File: src/rtl/dma_bus_arbiter_if.sv
// rtl/dma_bus_arbiter_if.sv - CPU/DMA bus-ownership handshake signals
interface dma_bus_arbiter_if;
    logic [2:0] s_n;
    logic       lock_n;
    logic       hrq;
    logic       holda;
    logic       cpu_aen_n;
    logic       dma_aen;
    logic       cpu_wait;
    logic       dma_timeout;
    logic       busy;

    modport slave (
        input  s_n, lock_n, hrq,
        output holda, cpu_aen_n, dma_aen, cpu_wait, dma_timeout, busy
    );

    modport master (
        output s_n, lock_n, hrq,
        input  holda, cpu_aen_n, dma_aen, cpu_wait, dma_timeout, busy
    );
endinterface

File: src/rtl/dma_bus_arbiter.sv
// rtl/dma_bus_arbiter.sv - hands the system bus between the 8088 and the 8237 with guard gaps
module dma_bus_arbiter #(
    parameter int unsigned GUARD     = 2,
    parameter int unsigned MAX_GRANT = 1024
) (
    input  logic                  clk_i,
    input  logic                  rst_i,
    dma_bus_arbiter_if.slave      bus
);
    typedef enum logic [2:0] {IDLE, DRAIN, DISABLE, GRANT, RELEASE} state_e;

    localparam logic [3:0]  GUARD_W = 4'(GUARD);
    localparam logic [15:0] MAX_W   = 16'(MAX_GRANT);

    state_e      state_q, state_d;
    logic [3:0]  guard_q, guard_d, guard_dec;
    logic [15:0] grant_cnt_q, grant_cnt_d;
    logic        timeout_q, timeout_d;
    logic        holda_q, dma_aen_q, cpu_aen_n_q, cpu_wait_q, busy_q;
    logic        passive;

    assign passive   = (bus.s_n == 3'b111);
    assign guard_dec = guard_q - 4'd1;

    // Guard is loaded on entry so a state lasts exactly GUARD clocks.
    always_comb begin
        state_d     = state_q;
        guard_d     = guard_q;
        grant_cnt_d = grant_cnt_q;
        timeout_d   = timeout_q;
        case (state_q)
            IDLE: begin
                if (bus.hrq && bus.lock_n) state_d = DRAIN;
            end
            DRAIN: begin
                if (!bus.hrq) begin
                    state_d = IDLE;
                end else if (passive) begin
                    state_d = DISABLE;
                    guard_d = GUARD_W;
                end
            end
            DISABLE: begin
                guard_d = guard_dec;
                if (guard_dec == 4'd0) begin
                    if (bus.hrq) begin
                        state_d     = GRANT;
                        grant_cnt_d = 16'd0;
                    end else begin
                        state_d = RELEASE;
                        guard_d = GUARD_W;
                    end
                end
            end
            GRANT: begin
                if (grant_cnt_q != 16'hFFFF) grant_cnt_d = grant_cnt_q + 16'd1;
                if (grant_cnt_d == MAX_W) timeout_d = 1'b1;
                if (!bus.hrq) begin
                    state_d = RELEASE;
                    guard_d = GUARD_W;
                end
            end
            RELEASE: begin
                guard_d = guard_dec;
                if (guard_dec == 4'd0) state_d = IDLE;
            end
            default: state_d = IDLE;
        endcase
    end

    // Outputs are decoded from the next state so they stay registered yet track state.
    always_ff @(posedge clk_i or posedge rst_i) begin
        if (rst_i) begin
            state_q     <= IDLE;
            guard_q     <= 4'd0;
            grant_cnt_q <= 16'd0;
            timeout_q   <= 1'b0;
            holda_q     <= 1'b0;
            dma_aen_q   <= 1'b0;
            cpu_aen_n_q <= 1'b0;
            cpu_wait_q  <= 1'b0;
            busy_q      <= 1'b0;
        end else begin
            state_q     <= state_d;
            guard_q     <= guard_d;
            grant_cnt_q <= grant_cnt_d;
            timeout_q   <= timeout_d;
            holda_q     <= (state_d == GRANT);
            dma_aen_q   <= (state_d == GRANT);
            cpu_aen_n_q <= (state_d == DISABLE) || (state_d == GRANT) || (state_d == RELEASE);
            cpu_wait_q  <= (state_d != IDLE);
            busy_q      <= (state_d != IDLE);
        end
    end

    assign bus.holda       = holda_q;
    assign bus.dma_aen     = dma_aen_q;
    assign bus.cpu_aen_n   = cpu_aen_n_q;
    assign bus.cpu_wait    = cpu_wait_q;
    assign bus.dma_timeout = timeout_q;
    assign bus.busy        = busy_q;
endmodule

File: src/flat_wrapper.sv
// flat-port wrapper written by rule: the top's interface ports become plain ports
module dma_bus_arbiter_flat 
#(
    parameter int unsigned GUARD     = 2,
    parameter int unsigned MAX_GRANT = 1024
)
  (clk_i, rst_i, bus_s_n, bus_lock_n, bus_hrq, bus_holda, bus_cpu_aen_n, bus_dma_aen, bus_cpu_wait, bus_dma_timeout, bus_busy);
  dma_bus_arbiter_if bus_i ();
  input  logic clk_i;
  input  logic rst_i;
  input wire logic [$bits(bus_i.s_n)-1:0] bus_s_n;
  input wire logic [$bits(bus_i.lock_n)-1:0] bus_lock_n;
  input wire logic [$bits(bus_i.hrq)-1:0] bus_hrq;
  output wire logic [$bits(bus_i.holda)-1:0] bus_holda;
  output wire logic [$bits(bus_i.cpu_aen_n)-1:0] bus_cpu_aen_n;
  output wire logic [$bits(bus_i.dma_aen)-1:0] bus_dma_aen;
  output wire logic [$bits(bus_i.cpu_wait)-1:0] bus_cpu_wait;
  output wire logic [$bits(bus_i.dma_timeout)-1:0] bus_dma_timeout;
  output wire logic [$bits(bus_i.busy)-1:0] bus_busy;
  assign bus_i.s_n = bus_s_n;
  assign bus_i.lock_n = bus_lock_n;
  assign bus_i.hrq = bus_hrq;
  assign bus_holda = bus_i.holda;
  assign bus_cpu_aen_n = bus_i.cpu_aen_n;
  assign bus_dma_aen = bus_i.dma_aen;
  assign bus_cpu_wait = bus_i.cpu_wait;
  assign bus_dma_timeout = bus_i.dma_timeout;
  assign bus_busy = bus_i.busy;
  dma_bus_arbiter #(.GUARD(GUARD), .MAX_GRANT(MAX_GRANT)) u_core (.clk_i(clk_i), .rst_i(rst_i), .bus(bus_i));
endmodule
File: config.mk
export PLATFORM = sky130hd
export DESIGN_NAME = dma_bus_arbiter_flat
export DESIGN_NICKNAME = d
export VERILOG_FILES = /design/src/rtl/dma_bus_arbiter_if.sv /design/src/rtl/dma_bus_arbiter.sv /design/src/flat_wrapper.sv
export SDC_FILE = /design/constraint.sdc
export NUM_CORES = 1
export LEC_CHECK = 0
export ABC_CLOCK_PERIOD_IN_PS = 3400
export BUFFER_PORTS_ARGS = -buffer_cell sky130_fd_sc_hd__buf_2
export CAP_MARGIN = 20
export CORE_MARGIN = 2
export CORE_UTILIZATION = 40
export CTS_CLUSTER_DIAMETER = 120
export CTS_CLUSTER_SIZE = 28
export DETAILED_ROUTE_END_ITERATION = 7
export PLACE_DENSITY_LB_ADDON = 0.2
export REMOVE_ABC_BUFFERS = 1
export SLEW_MARGIN = 20
export SYNTH_ARGS = -nofsm -noshare
export SYNTH_HDL_FRONTEND = slang
export SYNTH_SLANG_ARGS = --single-unit
File: constraint.sdc
create_clock -name clk_i -period 3.4 [get_ports clk_i]
set_input_delay 0.34 -clock clk_i [delete_from_list [all_inputs] [get_ports clk_i]]
set_output_delay 0.34 -clock clk_i [all_outputs]
set_load 0.005 [all_outputs]
# Yosys cells after proc, flatten, opt, wreduce, memory -nomap -nowiden
# Index checks and enable logic that the tools add are counted.
[word_totals]
in_bits = 7
reg_bits = 27
elab_cells = 54
[op_classes]
add_sub_neg = 2
mux = 19
eq_ne = 15
reduce_logical = 11
[ops]
columns = ["op", "n"]
rows = [
  ["16-bit two-way mux", 4],
  ["16-bit case mux with 2 select lines", 1],
  ["3-bit two-way mux", 7],
  ["4-bit two-way mux", 5],
  ["16-bit by 1-bit adder with 16-bit output, second input constant", 1],
  ["16-bit by 11-bit equality test with 1-bit output, second input constant", 1],
  ["16-bit != test, second input constant", 1],
  ["4-bit case mux with 4 select lines", 1],
  ["3-bit case mux with 5 select lines", 1],
  ["3-bit by 2-bit equality test with 1-bit output, second input constant", 4],
  ["3-bit equality test, second input constant", 3],
  ["2-bit != test, second input constant", 3],
  ["4-bit zero test", 1],
  ["2-bit by 1-bit != test with 1-bit output, second input constant", 2],
  ["4-bit AND reduction", 1],
  ["4-bit nonzero test", 1],
  ["4-bit by 1-bit subtractor with 4-bit output, second input constant", 1],
  ["3-bit by 1-bit equality test with 1-bit output, second input constant", 1],
  ["3-bit zero test", 1],
  ["3-bit AND reduction", 1],
  ["3-bit nonzero test", 1],
  ["1-bit logical OR", 2],
  ["2-bit AND reduction", 1],
  ["2-bit nonzero test", 1],
  ["1-bit logical AND", 1],
]

# Logic depth before layout (Yosys ltp)
# Gate-level depths: netlist of the first run.
[logic_depth]
word_depth = 7
ltp_mapped = 9

# Worst setup path after synthesis of the first run
# OpenSTA, ideal clock, no wires.
[synth_path]
kind = "flip-flop to flip-flop"
from = "register u_core.guard_q[0]"
to = "register u_core.grant_cnt_q[13]"
t_arrival_ns = 1.749
n_path_buf = 0
setup_ns = 0.126
synth_period_minus_slack_ns = 1.875
slack_ns = 1.525
path_stages_with_launch = 9
required_ns = 3.274
path_cell_list = "dfrtp_1 inv_1 ha_1 nor2_1 a21oi_1 o22ai_2 a31oi_1 or2_1 a221o_1"
[synth_via]
elab_chain_len = 4
[synth_lines]
columns = ["item", "line_no", "source"]
rows = [
  ["start, declared", "dma_bus_arbiter.sv:16", "logic [3:0] guard_q, guard_d, guard_dec;"],
  ["start signal, assigned", "dma_bus_arbiter.sv:85", "guard_q <= guard_d;"],
  ["4-bit by 1-bit subtractor with 4-bit output", "dma_bus_arbiter.sv:23", "assign guard_dec = guard_q - 4'd1;"],
  ["4-bit zero test", "dma_bus_arbiter.sv:45", "if (guard_dec == 4'd0) begin"],
  ["2-bit by 1-bit != test with 1-bit output (no source line)", "--", ""],
  ["3-bit AND reduction (no source line)", "--", ""],
  ["end signal, assigned", "dma_bus_arbiter.sv:86", "grant_cnt_q <= grant_cnt_d;"],
  ["end, declared", "dma_bus_arbiter.sv:17", "logic [15:0] grant_cnt_q, grant_cnt_d;"],
]
# Every way passes these cells.
# A chain may end at the register's enable or synchronous reset.

# Worst setup path in the final report of the first run
[layout_path]
from = "register u_core.guard_q[0]"
to = "register u_core.grant_cnt_q[5]"
# The elaborated chain is that of the path after synthesis.

==> impl_results.md, run 1 <==
* Number of global-route vias before repair at 1,332
* I/O Buffers at 12
* Post_cts resized at 0
* HP Class: input port to asynchronous set/reset pin
* Setup tns final at 0 ns
* First-pass GRT wire length at 6548 um
* Clock Tree Buf Depth at 2
* Post-Layout Cell Count at 271
* Num CTS Buffers at 3
* Synth Flop Type: dfrtp_1
* Syn Inst Count at 214
* Area of the multi-input gates at 0.001022 mm2
* Synthesized flop and latch total at 27
* Reg2reg start: u_core.guard_q[0]
* Fmax achieved at 434.9 MHz
* Unique masters post-synth at 49
* Critical path peak fanout at 11
* Slowest cell delay on critical path at 0.67 ns
* Ranking of synthesized cells by area: dfrtp_1 (37%), a21oi_1 (5.3%), nor2_1 (5.0%)
* DRC Markers at 0
* CP Launch Point: u_core.guard_q[0]
* RSZ-0062 raised after global routing: no
* Req. time, crit path at 3.54 ns
* Placed cell count at 267
* Largest net degree at the start of global routing at 24
* Maximum VDD drop at 0.3411 mV
* Initial core utilization at 41.41%
* Die area at 0.005060 mm2
* Core area at 0.004354 mm2
* Clock latency on the worst-skew pair at 0.28 ns
* Die Width at 71.14 um
* Gr usage total at 16.48%
* Final Slew Violations at 0
* Ys async rst share at 100.0%
* CP arrival at 2.44 ns
* Sequential area share after synthesis at 37.47%
* I/O Pins at 13
* Iteration count of the initial detailed-routing pass at 4
* Grt total ovfl at 0
* Post-layout min period at 2.300 ns
* Crit-path cells: inv_1 > ha_1 > nor2_1 > a21oi_1 > o22ai_2 > a31oi_1 > nor2_1 > a31oi_1
* Area grow syn2layout at 7.842%
* Max-Slew Margin vs Limit at 42.74%
* Cts hold-fix bufs at 0
* Gr busiest metal: met2
* EDFF count, synth at 0
* Met1 Use GR at 24.04%
* Register Area at 675.6 um2
* Share of cells above drive strength 1 at 13.70%
* Final hold violation count at 0
* Layout fillers at 412
* Critical path capture point type: flop
* GP Congestion at 0.8384
* Sink Count at 27
* CP Launch Type: flop
* Status: completed
* Tcrit/Tclk final at 67.64%
* Antenna cells at 0
* Max-cap violations at 0
* CTS tree: done
* Final ANT Viol Nets at 0
* Syn Std Cell Area at 0.001803 mm2
* Vias at 1,548
* Chip height at 71.14 um
* Post-DR wirelength/cell at 14.60 um
* Mapped Avg Cell Area at 8.425 um2
* Cell taking the most area after synthesis: dfrtp_1
* Setup Skew at 0.005308 ns
* Leak at 0.8236 nW
* Reg clk slew, reported paths at 0.10 ns
* Initial DRC count at 115
* Worst slew pin tran at 0.8558 ns
* Setup Buffers After CTS at 0
* Synth top area share at 37.47%
* M3 GR Usage at 3.419%
* Initial antenna violation count at 0
* Root Buffer Master: clkbuf_8
* Ys Warns at 0
* Final net count at 230
* Vias per std cell at 5.712
* FP Rows at 24
* Total Wirelength at 3956 um
* Met2 global-route usage at 24.82%
* Post-DP HPWL at 2842 um
* Setup violations, final at 0
* Slowest-stage cell, CP: nor2_1
* H-tree depth at 1
* Power Dens Cells at 673.0 mW/mm2
* Setup CP Type: flop to flop
-- worst paths after layout --
check,to,cells after the start,slack (ns)
min,u_core.grant_cnt_q[15],2,0.09
max reg2reg,u_core.grant_cnt_q[5],8,1.10
min in group clk_i,u_core.state_q[1],3,0.43
min reg2reg,u_core.bus.dma_timeout,2,0.49
max,u_core.grant_cnt_q[5],8,1.10
max in group asynchronous,u_core.grant_cnt_q[8],3,2.84
-- cell families after synthesis --
| logic type | share of synthesized area (%) |
|---|---|
| AOI/OAI and AO/OA | 22.49 |
| xor gates and xnor gates | 3.400 |
| adders and majority gates | 2.082 |
| buffers and inverters | 5.829 |
| DFF | 37.47 |
| and+or+nand+nor | 28.73 |
-- layout by cell type, fill, tap and decap left out, types with 2 or more instances in the layout --
cell,count
clkbuf_8,3
xor2_1,2
nand3_1,10
nor3_1,7
inv_1,10
nand2b_1,4
dfrtp_1,27
buf_2,12
a31oi_1,8
o21ai_1,2
o21ai_0,13
xnor2_1,5
nand4_1,5
or2_1,2
nand2_1,15
or2_0,2
and4_1,4
a21oi_1,19
a22o_1,3
nor2_1,24
o21a_1,2
nor3_2,3
ha_1,3
and2_1,2
nand4_2,2
and3_1,5
-- flip-flops by register name, summed over array words and instances (netlist names) --
signal and cells:
u_core.bus.cpu_aen_n 1, u_core.grant_cnt_q 16, u_core.bus.holda 1, u_core.bus.dma_timeout 1, u_core.guard_q 4, u_core.bus.cpu_wait 1
u_core.state_q 3
-- layer usage --
metal,routed length (um),up-vias
met3,159,4
met5,0,-
met2,1731,41
met4,36,0
li1,-,791
met1,2029,712
-- Yosys cell counts (5+ instances only) --
cell and count:
buf_2 6, inv_1 10, nor2_1 24, xnor2_1 5, nand3_1 10, and3_1 5
o21ai_0 13, a31oi_1 8, a21oi_1 19, nand2_1 15, nor3_1 7, nand4_1 5
dfrtp_1 27
-- power by group --
group	switching, mW	internal (mW)	total (mW)
sequential	0.198	0.430	0.628
clock	0.112	0.0834	0.196
combinational	0.254	0.231	0.485
total	0.564	0.744	1.31
-- area by class of cell --
class,instances,area share [%]
clock buffer,3,2.124
tap,52,3.346
inverter,10,1.931
timing repair buffer,14,4.891
clock inverter,1,0.3861
sequential,27,34.75
multi-input combinational,164,52.57
-- worst max-delay path, delay by kind of cell, from the launching register on --
family | cells | cell delay (ns)
simple gates | 2 | 0.80
compound gates | 4 | 0.64
flops | 1 | 0.42
fa+ha+maj | 1 | 0.23
buf+inv | 1 | 0.06
-- through the flow --
step	area [um2]	power [mW]	util, %	hold slack [ns]	worst slack (ns)
global route	1944	1.418	44.66	0.1271	0.8691
CTS	1944	1.314	44.66	0.1054	1.106
global placement	1868	1.111	42.90	0.4467	1.185
floorplan	1735	0.9756	-	0.3927	1.263
finish	1944	1.309	44.66	0.08616	1.100
detailed placement	1896	1.114	43.53	0.4230	1.127
No activity file was read; power rests on OpenSTA's default activity.
==> run 2: changes to the inputs <==
Settings changed: ABC_AREA set to 1, ABC_CLOCK_PERIOD_IN_PS 3400 to 2200.
Clock period 3.4 ns to 2.2 ns, I/O delays scaled along.
==> impl_results.md, run 2 <==
* Status: finished, violations left
* Failing checks: negative hold slack
* Unique masters post-synth at 28 (-43%)
* Max-Slew Margin vs Limit at 61.38% (+19 points)
* Ranking of synthesized cells by area: dfrtp_1 (38%), nand2_1 (14%), inv_1 (6.5%)
* Mapped Avg Cell Area at 7.140 um2 (-15%)
* I/O Pins at 13 (unchanged)
* Chip height at 71.07 um (about the same)
* Sink Count at 27 (unchanged)
* First-pass GRT wire length at 7162 um (+9.4%)
* Max-cap violations at 0 (unchanged)
* Critical path peak fanout at 12 (+1)
* Tcrit/Tclk final at 85.90% (+18 points)
* Area grow syn2layout at 8.832%
* Iteration count of the initial detailed-routing pass at 4 (unchanged)
* Most frequent cells after synthesis: nand2_1 (66), inv_1 (31), dfrtp_1 (27)
* Ys async rst share at 100.0% (unchanged)
* Cts hold-fix bufs at 0 (unchanged)
* Cell taking the most area after synthesis: dfrtp_1
* Core area at 0.004354 mm2 (unchanged)
* Critical path capture point type: flop
* Post-DP HPWL at 3129 um (+10%)
* Root Buffer Master: clkbuf_8
* Final ANT Viol Nets at 0 (unchanged)
* CTS tree: done
* Final hold violation count at 14 (+14)
* Commonest non-fill, non-tap cells in the layout: nand2_1 (66), inv_1 (31), dfrtp_1 (27)
* Syn Std Cell Area at 0.001799 mm2 (-0.21%)
* Synthesized flop and latch total at 27 (unchanged)
* Leak at 1.038 nW (+26%)
* Vias at 1,649 (+6.5%)
* Overall power at 2.209 mW (+69%)
* Share of cells above drive strength 1 at 15.79% (+2.1 points)
* Synth Flop Type: dfrtp_1
* Initial core utilization at 41.32% (-0.086 points)
* Post-DR wirelength/cell at 12.54 um (-14%)
* Total Wirelength at 3989 um (+0.83%)
* Most frequent cell after synthesis: nand2_1
* Final net count at 277 (+20%)
* FP Rows at 24 (unchanged)
* Post-layout min period at 1.890 ns (-0.4097 ns)
* Hold WS at -0.01968 ns (-0.1058 ns)
* Fmax achieved at 529.1 MHz (+22%)
* Setup CP Type: flop to flop
* Ys Warns at 0 (unchanged)
* Die area at 0.005050 mm2 (-0.20%)
* Initial antenna violation count at 0 (unchanged)
* Gr usage total at 17.43% (+0.95 points)
* Largest net degree at the start of global routing at 17 (-29%)
* DRC Markers at 0 (unchanged)
* I/O Buffers at 12 (unchanged)
* Number of global-route vias before repair at 1,611 (+21%)
* Grt total ovfl at 0 (unchanged)
* Synth top area share at 37.55% (+0.078 points)
* Num CTS Buffers at 3 (unchanged)
* CP arrival at 2.05 ns (-0.39 ns)
* Req. time, crit path at 2.36 ns (-1.18 ns)
* Setup Buffers After CTS at 0 (unchanged)
* Die Width at 71.07 um (about the same)
* Maximum VDD drop at 0.5549 mV (+63%)
* Reg clk slew, reported paths at 0.10 ns (about the same)
* Worst slew pin tran at 0.5787 ns (-0.2771 ns)
* Setup Skew at 0.003298 ns (-0.002009 ns)
* Largest register FFs at 16 (unchanged)
* Sequential area share after synthesis at 37.55% (+0.078 points)
* GP Congestion at 0.8727 (+4.1%)
* Vias per std cell at 5.186 (-9.2%)
* Power Dens Cells at 1128 mW/mm2 (+68%)
* Final Slew Violations at 0 (unchanged)
* Syn Inst Count at 252 (+18%)
* Commonest non-fill, non-tap cell in the layout: nand2_1
* Clock latency on the worst-skew pair at 0.28 ns (about the same)
* CP Launch Type: flop
* Largest registers: u_core.grant_cnt_q: 16 flops, u_core.guard_q: 4 flops, u_core.state_q: 3 flops
* EDFF count, synth at 0 (unchanged)
* Setup violations, final at 0 (unchanged)
* RSZ-0062 raised after global routing: no
* H-tree depth at 1 (unchanged)
* HP Class: input port to asynchronous set/reset pin
* Antenna cells at 0 (unchanged)
* Initial DRC count at 95 (-17%)
* Top reg by flops: u_core.grant_cnt_q
* Clock Tree Buf Depth at 2 (unchanged)
* Setup tns final at 0 ns (unchanged)
==> run 2: critical path, cell delays in order (launching register included) <==
cell	delay, ns
dfrtp_1	0.39
inv_2	0.06
ha_1	0.20
xor2_1	0.15
nor2_1	0.18
nand2_1	0.10
nor2_1	0.14
nand2_1	0.16
nand2_4	0.19
inv_1	0.08
nand2_1	0.06
o21ai_0	0.07
==> run 2: worst paths after layout <==
path | from | end | slack [ns] | depth (start not counted)
worst min register to register | u_core.bus.dma_timeout | u_core.bus.dma_timeout | 0.49 | 2
min in group clk_i | bus_lock_n | u_core.state_q[0] | 0.29 | 3
max in group asynchronous | rst_i | u_core.bus.dma_timeout | 1.69 | 3
worst max register to register | u_core.guard_q[0] | u_core.grant_cnt_q[12] | 0.31 | 11
worst min-delay path | rst_i | u_core.guard_q[2] | -0.02 | 2
worst max-delay path | u_core.guard_q[0] | u_core.grant_cnt_q[12] | 0.31 | 11
==> run 2: timing repair <==
| action | 4_1_cts | 5_1_grt |
|---|---|---|
| endpoints found under the setup margin | 0 | 1 |
| endpoints found under the hold margin | 0 | 0 |
| resized for setup | 0 | 1 |
==> run 2: power by group <==
group          switching (mW)  total (mW)  internal (mW)
Sequential              0.205       0.891          0.687
Combinational           0.638        1.02          0.381
Clock                   0.170       0.299          0.129
Total                    1.01        2.21           1.20
==> run 2: final cells by class <==
| cell class | count | area (um2) |
|---|---|---|
| Inverter | 37 | 138.9 |
| Clock buffer | 3 | 41.29 |
| Clock inverter | 1 | 7.507 |
| Sequential cell | 27 | 675.6 |
| Timing Repair Buffer | 15 | 82.58 |
| Multi-Input combinational cell | 183 | 947.2 |
| Fill cell | 439 | 2396 |
| Tap cell | 52 | 65.06 |
==> run 2: per-stage QoR <==
stage / area [um2] / cells / setup WS, ns / utilization (%)
final: 1958 / 318 / 0.3101 / 44.97
after floorplan: 1757 / 247 / 0.5440 / -
after CTS: 1953 / 318 / 0.2372 / 44.86
after detailed placement: 1904 / 314 / 0.2447 / 43.74
after global routing: 1958 / 318 / 0.08922 / 44.97
after global placement: 1904 / 314 / 0.2585 / 43.74
==> run 2: kinds of logic after synthesis <==
logic type                 share of synthesized area, %
buffers and inverters                             10.08
xor gates and xnor gates                          2.921
adders and majority gates                         2.086
AOI/OAI and AO/OA                                 11.61
DFF                                               37.55
and+or+nand+nor                                   35.74
==> run 2: layer usage <==
metal / track usage, % / up-vias / part of all wire [%]
met4: 4.193 / 0 / 1.3
met2: 30.43 / 22 / 50
met1: 22.96 / 776 / 47
met3: 2.279 / 7 / 2.1
li1: - / 844 / -
met5: 0 / - / 0
==> run 3: changes to the inputs <==
Settings changed: PLACE_DENSITY set to 0.64, PLACE_DENSITY_LB_ADDON 0.2 to not set.
==> impl_results.md, run 3 (synthesis results as in run 2) <==
* Leak at 1.035 nW (-0.25%)
* Post-layout min period at 1.952 ns (+0.06241 ns)
* H-tree depth at 1 (unchanged)
* Max-cap violations at 0 (unchanged)
* Setup tns final at 0 ns (unchanged)
* First-pass GRT wire length at 6955 um (-2.9%)
* Chip height at 71.07 um (unchanged)
* Setup CP Type: flop to flop
* Crit path top cell by count: nand2_1
* Pre-CTS WS at 0.2483 ns (+0.003578 ns)
* Setup Buffers After CTS at 0 (unchanged)
* CP Launch Type: flop
* Setup WS post-layout at 0.2477 ns (-0.06241 ns)
* Vias at 1,640 (-0.55%)
* Final Slew Violations at 0 (unchanged)
* Initial DRC count at 75 (-21%)
* Initial core utilization at 41.32% (unchanged)
* RSZ-0062 raised after global routing: no
* HP Class: input port to flop
* Final ANT Viol Nets at 0 (unchanged)
* Die Width at 71.07 um (unchanged)
* Crit-path cells: inv_2 > ha_1 > xor2_1 > nor2_1 > nand2_1 > nor2_1 > nand2_1 > nand2_2 > inv_1 > nand2_1 > o21ai_0
* CP top delay family: simple AND/OR/NAND/NOR gates
* CTS tree: done
* Die area at 0.005050 mm2 (unchanged)
* Total Wirelength at 4060 um (+1.8%)
* Commonest non-fill, non-tap cell in the layout: nand2_1
* Setup violations, final at 0 (unchanged)
* Number of global-route vias before repair at 1,551 (-3.7%)
* Slowest cell delay on critical path at 0.40 ns (about the same)
* Share of cells above drive strength 1 at 15.09% (-0.70 points)
* CP arrival at 2.13 ns (+0.08 ns)
* Commonest non-fill, non-tap cells in the layout: nand2_1 (66), inv_1 (31), dfrtp_1 (27)
* Largest net degree at the start of global routing at 28 (+11)
* Reg clk slew, reported paths at 0.11 ns (about the same)
* Num CTS Buffers at 3 (unchanged)
* Sink Count at 27 (unchanged)
* Antenna cells at 0 (unchanged)
* Vias per std cell at 5.174 (-0.23%)
* Max-Slew Margin vs Limit at 75.63% (+14 points)
* Iteration count of the initial detailed-routing pass at 4 (unchanged)
* Core area at 0.004354 mm2 (unchanged)
* DRC Markers at 0 (unchanged)
* Req. time, crit path at 2.38 ns (+0.02 ns)
* Clock latency on the worst-skew pair at 0.29 ns (about the same)
* Post-DR wirelength/cell at 12.81 um (+2.1%)
* Grt total ovfl at 0 (unchanged)
* Worst slew pin tran at 0.3655 ns (-0.2132 ns)
* Largest registers: u_core.grant_cnt_q: 16 flops, u_core.guard_q: 4 flops, u_core.state_q: 3 flops
* R2R Setup Slk at 0.25 ns (-0.06 ns)
* Gr usage total at 17.27% (-0.16 points)
* Placed cell count at 312 (-0.64%)
* Worst hold start: bus_lock_n
* Clock Tree Buf Depth at 2 (unchanged)
* Maximum VDD drop at 0.4535 mV (-18%)
* Power Dens Cells at 1147 mW/mm2 (+1.7%)
* GP Congestion at 0.8630 (-1.1%)
* I/O Buffers at 12 (unchanged)
* Tcrit/Tclk final at 88.74% (+2.8 points)
* Critical path capture point type: flop
* Root Buffer Master: clkbuf_8
* Post_cts resized at 0 (unchanged)
* Final net count at 276 (-0.36%)
* Final hold violation count at 0 (-14)
* Status: completed
* CP Launch Point: u_core.guard_q[0]
* Buf/Inv on CP at 2 (unchanged)
* Top reg by flops: u_core.grant_cnt_q
* Initial antenna violation count at 0 (unchanged)
* I/O Pins at 13 (unchanged)
* Fmax achieved at 512.2 MHz (-3.2%)
* Setup Skew at 0.007747 ns (+0.004448 ns)
* FP Rows at 24 (unchanged)
* Slowest-stage cell, CP: dfrtp_1
* Area grow syn2layout at 8.345%
* Reg2reg start: u_core.guard_q[0]
* Post-DP HPWL at 3060 um (-2.2%)
* Final Core Density at 44.77% (-0.20 points)
* Critical path peak fanout at 12 (unchanged)
* Largest register FFs at 16 (unchanged)
* Post-Layout Cell Count at 317 (-0.31%)
-- run 3: cell count changes in the layout (fill, tap and decap cells not counted), sizes merged --
cell	change
inv	+1
buf	-2
dlygate4sd3	+1
clkinvlp	-1
-- run 3: per-stage QoR --
stage	total power, mW	hold slack [ns]	cell area, um2
2_1_floorplan	1.669	0.2727	1757
3_3_place_gp	1.919	0.3123	1889
3_5_place_dp	1.918	0.3162	1889
4_1_cts	2.248	0.2774	1949
5_1_grt	2.452	0.3159	1949
6_report	2.236	0.2749	1949
-- run 3: routing by layer --
| metal | track usage, % | part of all wire, % |
|---|---|---|
| met3 | 3.134 | 6.0 |
| met1 | 21.58 | 44 |
| met5 | 0 | 0 |
| met4 | 3.354 | 1.1 |
| met2 | 31.26 | 49 |
-- run 3: layout make-up --
cell class | instances | area (um2)
repair buffers | 14 | 77.57
fillers | 441 | 2405
flip-flops and latches | 27 | 675.6
well taps | 52 | 65.06
clock inverters | 1 | 8.758
clock buffers | 3 | 41.29
inverters | 37 | 138.9
multi-input cells | 183 | 942.2
-- run 3: worst paths after layout --
path	cells past startpoint	endpoint
setup / recovery	11	u_core.grant_cnt_q[12]
hold / removal	3	u_core.state_q[0]
setup reg to reg	11	u_core.grant_cnt_q[12]
hold reg to reg	2	u_core.bus.dma_timeout
max in group asynchronous	4	u_core.grant_cnt_q[8]
min in group asynchronous	4	u_core.grant_cnt_q[11]
-- run 3: worst register-to-register path, delay by kind of cell, from the launching register on --
kind / cells / cell delay [ns]
xor+xnor: 1 / 0.15
buf+inv: 2 / 0.15
compound gates: 1 / 0.07
fa+ha+maj: 1 / 0.20
simple gates: 6 / 0.87
flops: 1 / 0.40
-- run 3: what timing repair did --
item	4_1_cts	5_1_grt
setup endpoints to repair	0	0
hold endpoints to repair	27	0
hold buffers	1	0
-- run 3: power by group --
part	internal (mW)	switching (mW)	total (mW)
Clock	0.134	0.187	0.321
Sequential	0.687	0.209	0.896
Combinational	0.379	0.640	1.02
Total	1.20	1.04	2.24
